`src/rtl/pc_fetch_unit_if.sv`:
```
// Instruction-memory req/ack port between the fetch unit (master) and memory (slave).
interface pc_fetch_unit_if;
  logic        o_imem_req;
  logic [31:0] o_imem_addr;
  logic        i_imem_ack;
  logic [31:0] i_imem_data;

  modport master (output o_imem_req, o_imem_addr, input  i_imem_ack, i_imem_data);
  modport slave  (input  o_imem_req, o_imem_addr, output i_imem_ack, i_imem_data);
endinterface

```
`src/rtl/pc_fetch_unit.sv`:
```
// PC register and req/ack instruction-fetch sequencer for the unpipelined core.
// Define PC_FETCH_PERF_CNT_EN to add fetch and redirect performance counters.
module pc_fetch_unit #(
  parameter logic [31:0] RESET_PC    = 32'h0000_0000,
  parameter int          TIMEOUT_CYC = 255
) (
  input  logic               i_clk,
  input  logic               i_rst,
  input  logic [31:0]        i_nextpc,
  input  logic               i_pcsrc,
  input  logic               i_stall,
  pc_fetch_unit_if.master    imem,
  output logic [31:0]        o_instr,
  output logic               o_instr_valid,
  output logic [31:0]        o_pc,
  output logic [31:0]        o_pc_plus4,
  output logic               o_fetch_err
`ifdef PC_FETCH_PERF_CNT_EN
  ,
  output logic [31:0]        o_fetch_cnt,
  output logic [31:0]        o_redirect_cnt
`endif
);

  typedef enum logic [1:0] {IDLE, FETCH, ISSUE, ERROR} state_t;

  localparam logic [15:0] TMO_LAST = 16'(TIMEOUT_CYC - 1);

  state_t      state;
  logic [31:0] pc;
  logic [31:0] pc_plus4;
  logic [15:0] tmo_cnt;
  logic        req;

  assign pc_plus4         = pc + 32'd4;
  assign o_pc             = pc;
  assign o_pc_plus4       = pc_plus4;
  assign imem.o_imem_req  = req;
  assign imem.o_imem_addr = pc & ~32'h3;

  always_ff @(posedge i_clk or posedge i_rst) begin
    if (i_rst) begin
      state          <= IDLE;
      pc             <= RESET_PC & ~32'h3;
      req            <= 1'b0;
      o_instr        <= 32'h0;
      o_instr_valid  <= 1'b0;
      o_fetch_err    <= 1'b0;
      tmo_cnt        <= 16'h0;
`ifdef PC_FETCH_PERF_CNT_EN
      o_fetch_cnt    <= 32'h0;
      o_redirect_cnt <= 32'h0;
`endif
    end else begin
      case (state)
        IDLE: begin
          state   <= FETCH;
          req     <= 1'b1;
          tmo_cnt <= 16'h0;
        end
        FETCH: begin
          if (imem.i_imem_ack) begin
            o_instr       <= imem.i_imem_data;
            o_instr_valid <= 1'b1;
            req           <= 1'b0;
            tmo_cnt       <= 16'h0;
            state         <= ISSUE;
`ifdef PC_FETCH_PERF_CNT_EN
            o_fetch_cnt   <= o_fetch_cnt + 32'd1;
`endif
          end else if (tmo_cnt == TMO_LAST) begin
            // Last allowed wait cycle expired: give up permanently until reset.
            req         <= 1'b0;
            o_fetch_err <= 1'b1;
            state       <= ERROR;
          end else begin
            tmo_cnt <= tmo_cnt + 16'd1;
          end
        end
        ISSUE: begin
          if (!i_stall) begin
            o_instr_valid <= 1'b0;
            req           <= 1'b1;
            tmo_cnt       <= 16'h0;
            state         <= FETCH;
            pc            <= i_pcsrc ? (i_nextpc & ~32'h3) : pc_plus4;
`ifdef PC_FETCH_PERF_CNT_EN
            if (i_pcsrc) o_redirect_cnt <= o_redirect_cnt + 32'd1;
`endif
          end
        end
        ERROR: begin
          req           <= 1'b0;
          o_instr_valid <= 1'b0;
          o_fetch_err   <= 1'b1;
        end
        default: state <= IDLE;
      endcase
    end
  end

endmodule

```
`src/flat_wrapper.sv`:
```
// flat-port wrapper written by rule: the top's interface ports become plain ports
module pc_fetch_unit_flat 
#(
  parameter logic [31:0] RESET_PC    = 32'h0000_0000,
  parameter int          TIMEOUT_CYC = 255
)
  (i_clk, i_rst, i_nextpc, i_pcsrc, i_stall, o_instr, o_instr_valid, o_pc, o_pc_plus4, o_fetch_err, imem_o_imem_req, imem_o_imem_addr, imem_i_imem_ack, imem_i_imem_data);
  pc_fetch_unit_if imem_i ();
  input  logic i_clk;
  input  logic i_rst;
  input  logic [31:0] i_nextpc;
  input  logic i_pcsrc;
  input  logic i_stall;
  output logic [31:0] o_instr;
  output logic o_instr_valid;
  output logic [31:0] o_pc;
  output logic [31:0] o_pc_plus4;
  output logic o_fetch_err;
  output wire logic [$bits(imem_i.o_imem_req)-1:0] imem_o_imem_req;
  output wire logic [$bits(imem_i.o_imem_addr)-1:0] imem_o_imem_addr;
  input wire logic [$bits(imem_i.i_imem_ack)-1:0] imem_i_imem_ack;
  input wire logic [$bits(imem_i.i_imem_data)-1:0] imem_i_imem_data;
  assign imem_o_imem_req = imem_i.o_imem_req;
  assign imem_o_imem_addr = imem_i.o_imem_addr;
  assign imem_i.i_imem_ack = imem_i_imem_ack;
  assign imem_i.i_imem_data = imem_i_imem_data;
  pc_fetch_unit #(.RESET_PC(RESET_PC), .TIMEOUT_CYC(TIMEOUT_CYC)) u_core (.i_clk(i_clk), .i_rst(i_rst), .i_nextpc(i_nextpc), .i_pcsrc(i_pcsrc), .i_stall(i_stall), .imem(imem_i), .o_instr(o_instr), .o_instr_valid(o_instr_valid), .o_pc(o_pc), .o_pc_plus4(o_pc_plus4), .o_fetch_err(o_fetch_err));
endmodule
```
`config.mk`:
```
export PLATFORM = sky130hd
export DESIGN_NAME = pc_fetch_unit_flat
export DESIGN_NICKNAME = d
export VERILOG_FILES = /design/src/rtl/pc_fetch_unit_if.sv /design/src/rtl/pc_fetch_unit.sv /design/src/flat_wrapper.sv
export SDC_FILE = /design/constraint.sdc
export NUM_CORES = 1
export LEC_CHECK = 0
export CORE_ASPECT_RATIO = 0.6
export CORE_UTILIZATION = 48
export CTS_BUF_LIST = sky130_fd_sc_hd__clkbuf_16
export CTS_CLUSTER_SIZE = 14
export DETAILED_ROUTE_END_ITERATION = 12
export PLACE_DENSITY = 0.87
export SYNTH_ARGS = -nofsm -noshare
export SYNTH_HDL_FRONTEND = slang
export SYNTH_SLANG_ARGS = --single-unit
```
`constraint.sdc`:
```
create_clock -name i_clk -period 6.79 [get_ports i_clk]
set_input_delay 1.6975 -clock i_clk [delete_from_list [all_inputs] [get_ports i_clk]]
set_output_delay 1.6975 -clock i_clk [all_outputs]
set_load 0.1 [all_outputs]
```
-- After elaboration in Yosys (flattened, before gate mapping)
Index checks and enable logic that the tools add are counted.
- add/subtract/negate cells: 2
- equal/unequal tests: 10
- muxes and demuxes: 19
- bitwise operators: 1
- reduce and logical (&&, ||, !) cells: 11
- operators with widths (cell ; count):
    16-bit 2-to-1 mux ; 3
    16-bit one-hot mux with 3 select lines ; 1
    32-bit by 3-bit adder with 32-bit output (second input constant) ; 1
    32-bit 2-to-1 mux ; 1
    16-bit by 1-bit adder with 16-bit output (second input constant) ; 1
    16-bit by 8-bit equality test with 1-bit output (second input constant) ; 1
    3-bit AND reduction ; 4
    1-bit 2-to-1 mux ; 7
    2-bit 2-to-1 mux ; 3
    2-bit != test (second input constant) ; 3
    2-bit one-hot mux with 3 select lines ; 1
    2-bit AND reduction ; 3
    3-bit nonzero test ; 2
    2-bit equality test (second input constant) ; 2
    1-bit one-hot mux with 4 select lines ; 1
    3-bit by 2-bit != test with 1-bit output (second input constant) ; 1
    3-bit != test (second input constant) ; 1
    1-bit one-hot mux with 3 select lines ; 1
    2-bit by 1-bit equality test with 1-bit output (second input constant) ; 1
    2-bit logical NOT ; 1
    2-bit by 1-bit != test with 1-bit output (second input constant) ; 1
    1-bit one-hot mux with 2 select lines ; 1
    2-bit nonzero test ; 1
    1-bit inverter ; 1
- register bits: 85
- output and inout bits: 131
- word-level logic and storage cells: 50

-- Logic depth before layout (Yosys ltp)
Gate-level depths: netlist (run 1).
- depth after elaboration: 4
- gate-level depth with buffers: 7

-- Worst setup path after synthesis (run 1)
Ideal clock, no wire load.
- kind: reg-to-output
- start point: register u_core.pc[9] (netlist: u_core.o_pc[9])
- end point: output port o_pc_plus4[25]
- arrival: 4.047 ns
- data required time: 5.092 ns
- setup slack: 1.045 ns
- cell stages (with the launch flop): 6
- path through: dfrtp_1 > buf_2 > nand4_1 > or4_1 > or2_2 > xnor2_1
- longest elaborated chain between the ends: 1
- RTL lines (what ; line ; RTL):
    start, declared ; pc_fetch_unit.sv:30 ; logic [31:0] pc;
    start signal, assigned ; pc_fetch_unit.sv:44 ; pc <= RESET_PC & ~32'h3;
    start signal, assigned ; pc_fetch_unit.sv:86 ; pc <= i_pcsrc ? (i_nextpc & ~32'h3) : pc_plus4;
    32-bit by 3-bit adder with 32-bit output ; pc_fetch_unit.sv:35 ; assign pc_plus4 = pc + 32'd4;
    end, declared ; flat_wrapper.sv:17 ; output logic [31:0] o_pc_plus4;
No other way between the ends.

-- Worst setup path in the final report (run 1)
- start point: register u_core.pc[6] (netlist: u_core.o_pc[6])
- end point: output port o_pc_plus4[18]
The elaborated chain is that of the path after synthesis.

==> results.md, run 1 <==
* Result of the run: finished, final reports clean
* Psw at 2.012 mW
* Crit Path Category: register to primary output
* Total number of vias at between 4000 and 5000
* Initial DRC Count at 335
* Post-Syn Area at 0.005045 mm^2
* Post-layout nets at between 700 and 800
* Met3 usage at 0.08457
* CTS Buffer Depth at 2
* CTS root buf: clkbuf_16
* Largest net degree at the start of global routing at 84
* Initial antenna violation count at 0
* Setup_tns at 0 ps
* Synth area leaders: dfrtp_1 41%, mux2_2 7.1%, buf_4 5.5%
* Slew margin rel. at 0.2919
* Post-DR wirelength/cell at 18.08 um
* Tmin final at 5633 ps
* Post-synth top cells: 83 x dfrtp_1, 37 x buf_4, 36 x nand2_1
* Core area at about 0.01 mm^2
* Final setup viols at 0
* CTS tree: done
* Leakage power at 2.776 nW
* Vias/cell at 5.952
* Die H at 81.41 um
* Hold Crit Class: register to register
* Total Power at 3.344 mW
* Syn Area/Cell at 9.377 um^2
* Seq/Total Area, Yosys at 0.4117
* Final routed DRC violation total at 0
* Worst EP required at 5090 ps
* Port buffer count at 191
* Final hold violations at 0
* Startpoint type of the worst setup path: register
* Netlist cell types at between 60 and 70
* Top-count cell post-synth: dfrtp_1
* Clk slew on worst S/H paths at 60 ps
* CTS Buf Count at 9
* CTS sink cnt at 83
* Area delta synth->final at 39.14%
* M2 GR Usage at 0.4487
* Gr usage total at 0.2730
* N_diodes at 0
* Gate power share at 0.637
* Row count at 28
* Fmax achieved at about 0.18 GHz
* Synthesis-stage register bit count at 83
* DP HPWL at 10370 um
* H-Tree Depth at 3
* Max-slew violation count at 0
* Total I/O pin count at 200
* CP Capture Type: primary output
* DRT antenna net count at 0
* Pint at 1.332 mW
* Max_cap viols at 0
* Post_cts resized at 0
* Power Density at ~480 mW/mm^2
* Hold-fix buffers at CTS at 0
* Worst Max-Slew Pin Slew at between 1000 and 1500 ps
* Global route hottest layer: met2
* Share of cells above drive strength 1 at 0.09838
* Starting density of the core at 0.5035
* Clk_skew at 6.112 ps
* Crit-path max FO at 11
* GP Congestion at 0.8539
* First-pass GRT wire length at 23310 um
* Clock power frac at 0.135
* Post-Route Utilization at 0.7005
* Die area at 0.01094 mm^2
* Period utilisation layout at 0.8297
* Die W at 134.4 um
* M1 GR Usage at 0.3508
* Synth Flop Type: dfrtp_1
* Total gr overflow at 0
* Number of enable flip-flop cells after synthesis at 0
* Worst skew pair latency at 340 ps
* Vias in the first global route at about 4700
* Critical Path AT at 3940 ps
* Final WL at about 15000 um
* Postcts setup bufs at 0
* Synth Warn # at 0
* Worst VDD drop at 600.0 uV
* Switching share of total power at 0.6016
* RSZ-0062 raised after global routing: false
* Sequential power share at 0.228
* Top cell type's share of synthesized area at 0.4117
* Synth Instances at 538
* Initial DRT Pass Iterations at 5
* Synth area leader: dfrtp_1
* Synth async-reset ratio at 1.000
-- layout by cell type, fill, tap and decap left out, types with 13 or more instances in the layout --
cell type        instances
a21oi_1                 33
and3_1                  18
clkdlybuf4s50_1        190
dfrtp_1                 83
mux2_2                  32
nand2_1                 36
nand3_1                 23
nand4_1                 16
nor2_1                  18
nor3_1                  17
o211ai_1                15
o21ai_0                 23
or3_1                   13
xnor2_1                 19
-- cell type report --
cell class / instances / area [um^2]
sequential: 83 / 2077
inverter: 12 / 46.29
multi-input combinational: 375 / 2515
clock inverter: 6 / 42.54
timing repair buffer: 196 / 1944
fill: 746 / 3000
clock buffer: 9 / 225.2
tap: 135 / 168.9
-- critical path: stages, from the launching register on --
cell and delay [ps]:
dfrtp_1 550, nand3_1 470, nor4_1 940, nand3_1 230, xnor2_1 230, clkdlybuf4s50_1 1160
-- power by group through the flow --
stage / clock network (mW) / registers [mW] / logic [mW]
5_1_grt: 0.479 / 0.784 / 2.19
3_5_place_dp: 0 / 0.768 / 2.13
4_1_cts: 0.456 / 0.762 / 2.14
3_3_place_gp: 0 / 0.752 / 2.12
6_report: 0.451 / 0.763 / 2.13
2_1_floorplan: 0 / 1.61 / 0.837
-- flip-flops by register name (all words and copies together), names as in the netlist --
| register | count |
|---|---|
| u_core.o_fetch_err | 1 |
| u_core.o_pc | 30 |
| u_core.tmo_cnt | 16 |
| u_core.state | 2 |
| u_core.o_instr | 32 |
| u_core.o_instr_valid | 1 |
| u_core.imem.o_imem_req | 1 |
-- metrics by stage --
stage          setup slack, ps  hold slack, ps  cells  area, um^2
2_1_floorplan             1045           514.1    543        5064
3_3_place_gp              1670           456.8    801        6751
3_5_place_dp              1578           455.5    801        6751
4_1_cts                   1198           474.8    816        7019
5_1_grt                  948.2           525.2    816        7019
6_report                  1157           481.5    816        7019
-- cell families (layout without fill, tap and decap cells) --
group                      Yosys count  count (layout)  share of synthesized area
other                                1               6                  0.0007433
buffers and inverters               85             223                    0.09449
xor gates and xnor gates            28              28                    0.04861
adders and majority gates            3               3                   0.007441
and+or+nand+nor                    189             189                     0.2148
DFF                                 83              83                     0.4117
AOI/OAI and AO/OA                  116             116                     0.1488
muxes                               33              33                    0.07341
-- final timing paths --
path                                                      from                        endpoint  slack, ps  cells after the start
worst max-delay path                u_core.o_pc[6]$_DFFE_PP0P_                  o_pc_plus4[18]       1160                      5
worst min-delay path            u_core.o_fetch_err$_DFFE_PP0P_  u_core.o_fetch_err$_DFFE_PP0P_        480                      1
worst max register to register      u_core.o_pc[6]$_DFFE_PP0P_     u_core.o_pc[18]$_DFFE_PP0P_       4260                      4
worst min register to register  u_core.o_fetch_err$_DFFE_PP0P_  u_core.o_fetch_err$_DFFE_PP0P_        480                      1
max in group asynchronous                                i_rst     u_core.o_pc[20]$_DFFE_PP0P_       4090                      3
min in group asynchronous                                i_rst  u_core.o_instr[14]$_DFFE_PP0N_       2010                      3
-- metal layers --
metal	share of wire	vias up
met3	0.098	28
met1	0.40	2344
li1	-	2226
met2	0.48	259
met4	0.018	0
met5	0	-
Note: power is estimated with default switching activity, not from simulation.
==> inputs of run 2 (changes only) <==
--- a/config.mk
+++ b/config.mk
@@ -6,11 +6,11 @@
 export NUM_CORES = 1
 export LEC_CHECK = 0
 export CORE_ASPECT_RATIO = 0.6
-export CORE_UTILIZATION = 48
+export CORE_UTILIZATION = 40
 export CTS_BUF_LIST = sky130_fd_sc_hd__clkbuf_16
 export CTS_CLUSTER_SIZE = 14
 export DETAILED_ROUTE_END_ITERATION = 12
-export PLACE_DENSITY = 0.87
+export PLACE_DENSITY = 0.78
 export SYNTH_ARGS = -nofsm -noshare
 export SYNTH_HDL_FRONTEND = slang
 export SYNTH_SLANG_ARGS = --single-unit
==> constraint.sdc (replaced) <==
create_clock -name i_clk -period 4.8 [get_ports i_clk]
set_input_delay 1.2 -clock i_clk [delete_from_list [all_inputs] [get_ports i_clk]]
set_output_delay 1.2 -clock i_clk [all_outputs]
set_load 0.1 [all_outputs]
==> run 2 against run 1 <==
Compared with the run above:
- first-iteration DRC count is 21% lower
- clock skew hardly changed
- setup slack worse by 650 ps
- largest cell class unchanged
- via count is 2.0% lower
- die area is 20% higher
==> results.md, run 2 (synthesized netlist as in run 1, its figures left out) <==
* Fmax achieved at ~0.23 GHz
* Die H at 88.99 um
* Total I/O pin count at 200
* DRT antenna net count at 0
* Hold-fix buffers at CTS at 0
* Most frequent cells in the layout: 166 x clkdlybuf4s50_1, 83 x dfrtp_1, 36 x nand2_1
* DP HPWL at 10190 um
* Initial DRC Count at 263
* Hold Crit Class: register to register
* First-pass GRT wire length at 22110 um
* Max_cap viols at 0
* Worst skew pair latency at 330 ps
* Power Density at between 600 and 700 mW/mm^2
* Area delta synth->final at 42.63%
* Crit Path Category: register to primary output
* CTS tree: done
* Critical Path AT at 3100 ps
* GP Congestion at 0.8533
* Reg with most FFs: u_core.o_instr
* Initial DRT Pass Iterations at 7
* Hold Path Origin: u_core.o_fetch_err$_DFFE_PP0P_
* Final WL at 14340 um
* H-Tree Depth at 3
* Total number of vias at ~4800
* Total Power at 4.824 mW
* Register-to-Register Path Depth at 4
* Worst Max-Slew Pin Slew at 1164 ps
* Post-layout nets at 752
* Max reg flops at 32
* CTS Buffer Depth at 2
* Period utilisation layout at 0.8950
* Crit-path max FO at 11
* Clk slew on worst S/H paths at 60 ps
* Result of the run: finished, final reports clean
* Starting density of the core at 0.4142
* Reg2Reg Launch Point: u_core.o_pc[9]$_DFFE_PP0P_
* Largest net degree at the start of global routing at 67
* CTS Buf Count at 9
* Startpoint type of the worst setup path: register
* Post-DR wirelength/cell at around 17 um
* Slowest Stage Delay on Critical Path at 940 ps
* Crit-path cells: nand4_1, nor4_2, nand3_1, xnor2_2, buf_4
* CTS root buf: clkbuf_16
* Total gr overflow at 0
* Final hold violations at 0
* Hold path depth at 1
* Core area at 0.01218 mm^2
* Sequential power share at 0.223
* Switching share of total power at 0.5871
* Tmin final at 4296 ps
* Initial antenna violation count at 0
* Leakage power at slightly below 3 nW
* Pint at 1.992 mW
* Fin area at 0.007196 mm^2
* Die W at about 150 um
* Gr usage total at 0.2132
* Placed Area at 0.006872 mm^2
* RSZ-0062 raised after global routing: false
* Buf/Inv on CP at 1
* Final setup viols at 0
* Slowest stage cell, crit path: nor4_2
* Vias/cell at 5.601
* Max-slew violation count at 0
* Worst EP required at 3600 ps
* N_diodes at 0
* Psw at 2.833 mW
* Slew margin rel. at 0.2241
* Share of cells above drive strength 1 at 0.1635
* CP Capture Type: primary output
* Setup_tns at 0 ps
* Worst hold endpoint: u_core.o_fetch_err$_DFFE_PP0P_
* Die area at 0.01308 mm^2
* Vias in the first global route at 4301
* Clock power frac at 0.156
* Final routed DRC violation total at 0
* Postcts setup bufs at 0
* Fillers at between 1000 and 1500
* Port buffer count at ~190
* R2r setup slk at 2230 ps
* Post_cts resized at 0
* CP top delay family: simple AND/OR/NAND/NOR gates
* Most common cell after layout, fill and taps aside: clkdlybuf4s50_1
* Gate power share at 0.621
* CTS sink cnt at 83
* Row count at 31
* Clk_skew at 6.200 ps
* Reg2reg end: u_core.o_pc[26]$_DFFE_PP0P_
* Worst VDD drop at 610.8 uV
## run 2: changes by cell type in the layout (fill, tap and decap cells not counted), moves of 2 or more
cell and change:
clkdlybuf4s50_1 -24, bufinv_16 +2, xor2_1 -3, xor2_2 +3
buf_4 +27, xnor2_2 +13, xnor2_1 -13
## run 2: power groups by stage
stage / Clock [mW] / Sequential, mW / Combinational (mW)
after global routing: 0.794 / 1.11 / 3.07
final: 0.753 / 1.08 / 2.99
after global placement: 0 / 1.07 / 2.98
after detailed placement: 0 / 1.09 / 3.00
after floorplan: 0 / 2.28 / 1.19
after CTS: 0.773 / 1.07 / 3.00
## run 2: worst max path at each step
stage | startpoint | end | slack, ps | depth (start not counted)
2_1_floorplan | u_core.o_pc[2]$_DFFE_PP0P_ | o_pc_plus4[22] | 20 | 6
3_3_place_gp | u_core.o_pc[9]$_DFFE_PP0P_ | o_pc_plus4[26] | 1000 | 5
3_5_place_dp | u_core.o_pc[9]$_DFFE_PP0P_ | o_pc_plus4[26] | 920 | 5
4_1_cts | u_core.o_pc[9]$_DFFE_PP0P_ | o_pc_plus4[26] | 530 | 5
5_1_grt | u_core.o_pc[9]$_DFFE_PP0P_ | o_pc_plus4[26] | 340 | 5
6_report | u_core.o_pc[9]$_DFFE_PP0P_ | o_pc_plus4[26] | 500 | 5
## run 2: through the flow
step	instances	hold slack [ps]	setup slack, ps	util
final	850	483.6	504.0	0.5908
after global routing	850	491.6	336.0	0.5908
after CTS	850	482.2	531.2	0.5908
after detailed placement	834	466.6	918.0	0.5642
after global placement	834	463.7	1004	0.5642
after floorplan	543	514.1	17.86	-
## run 2: layer usage
| layer | up-vias | routed length [um] | global-route usage |
|---|---|---|---|
| li1 | 2221 | - | - |
| met1 | 2329 | 6633 | 0.3098 |
| met2 | 205 | 6558 | 0.3309 |
| met3 | 6 | 1090 | 0.04643 |
| met4 | 0 | 57 | 0.03749 |
| met5 | - | 0 | 0 |
## run 2: cell type report
cell class	count	area [um^2]	area share
Timing Repair Buffer	199	1907	0.2650
Clock inverter	7	98.84	0.01374
Inverter	12	46.29	0.006434
Sequential cell	83	2077	0.2886
Clock buffer	9	225.2	0.03130
Tap cell	165	206.4	0.02869
Multi-Input combinational cell	375	2635	0.3662
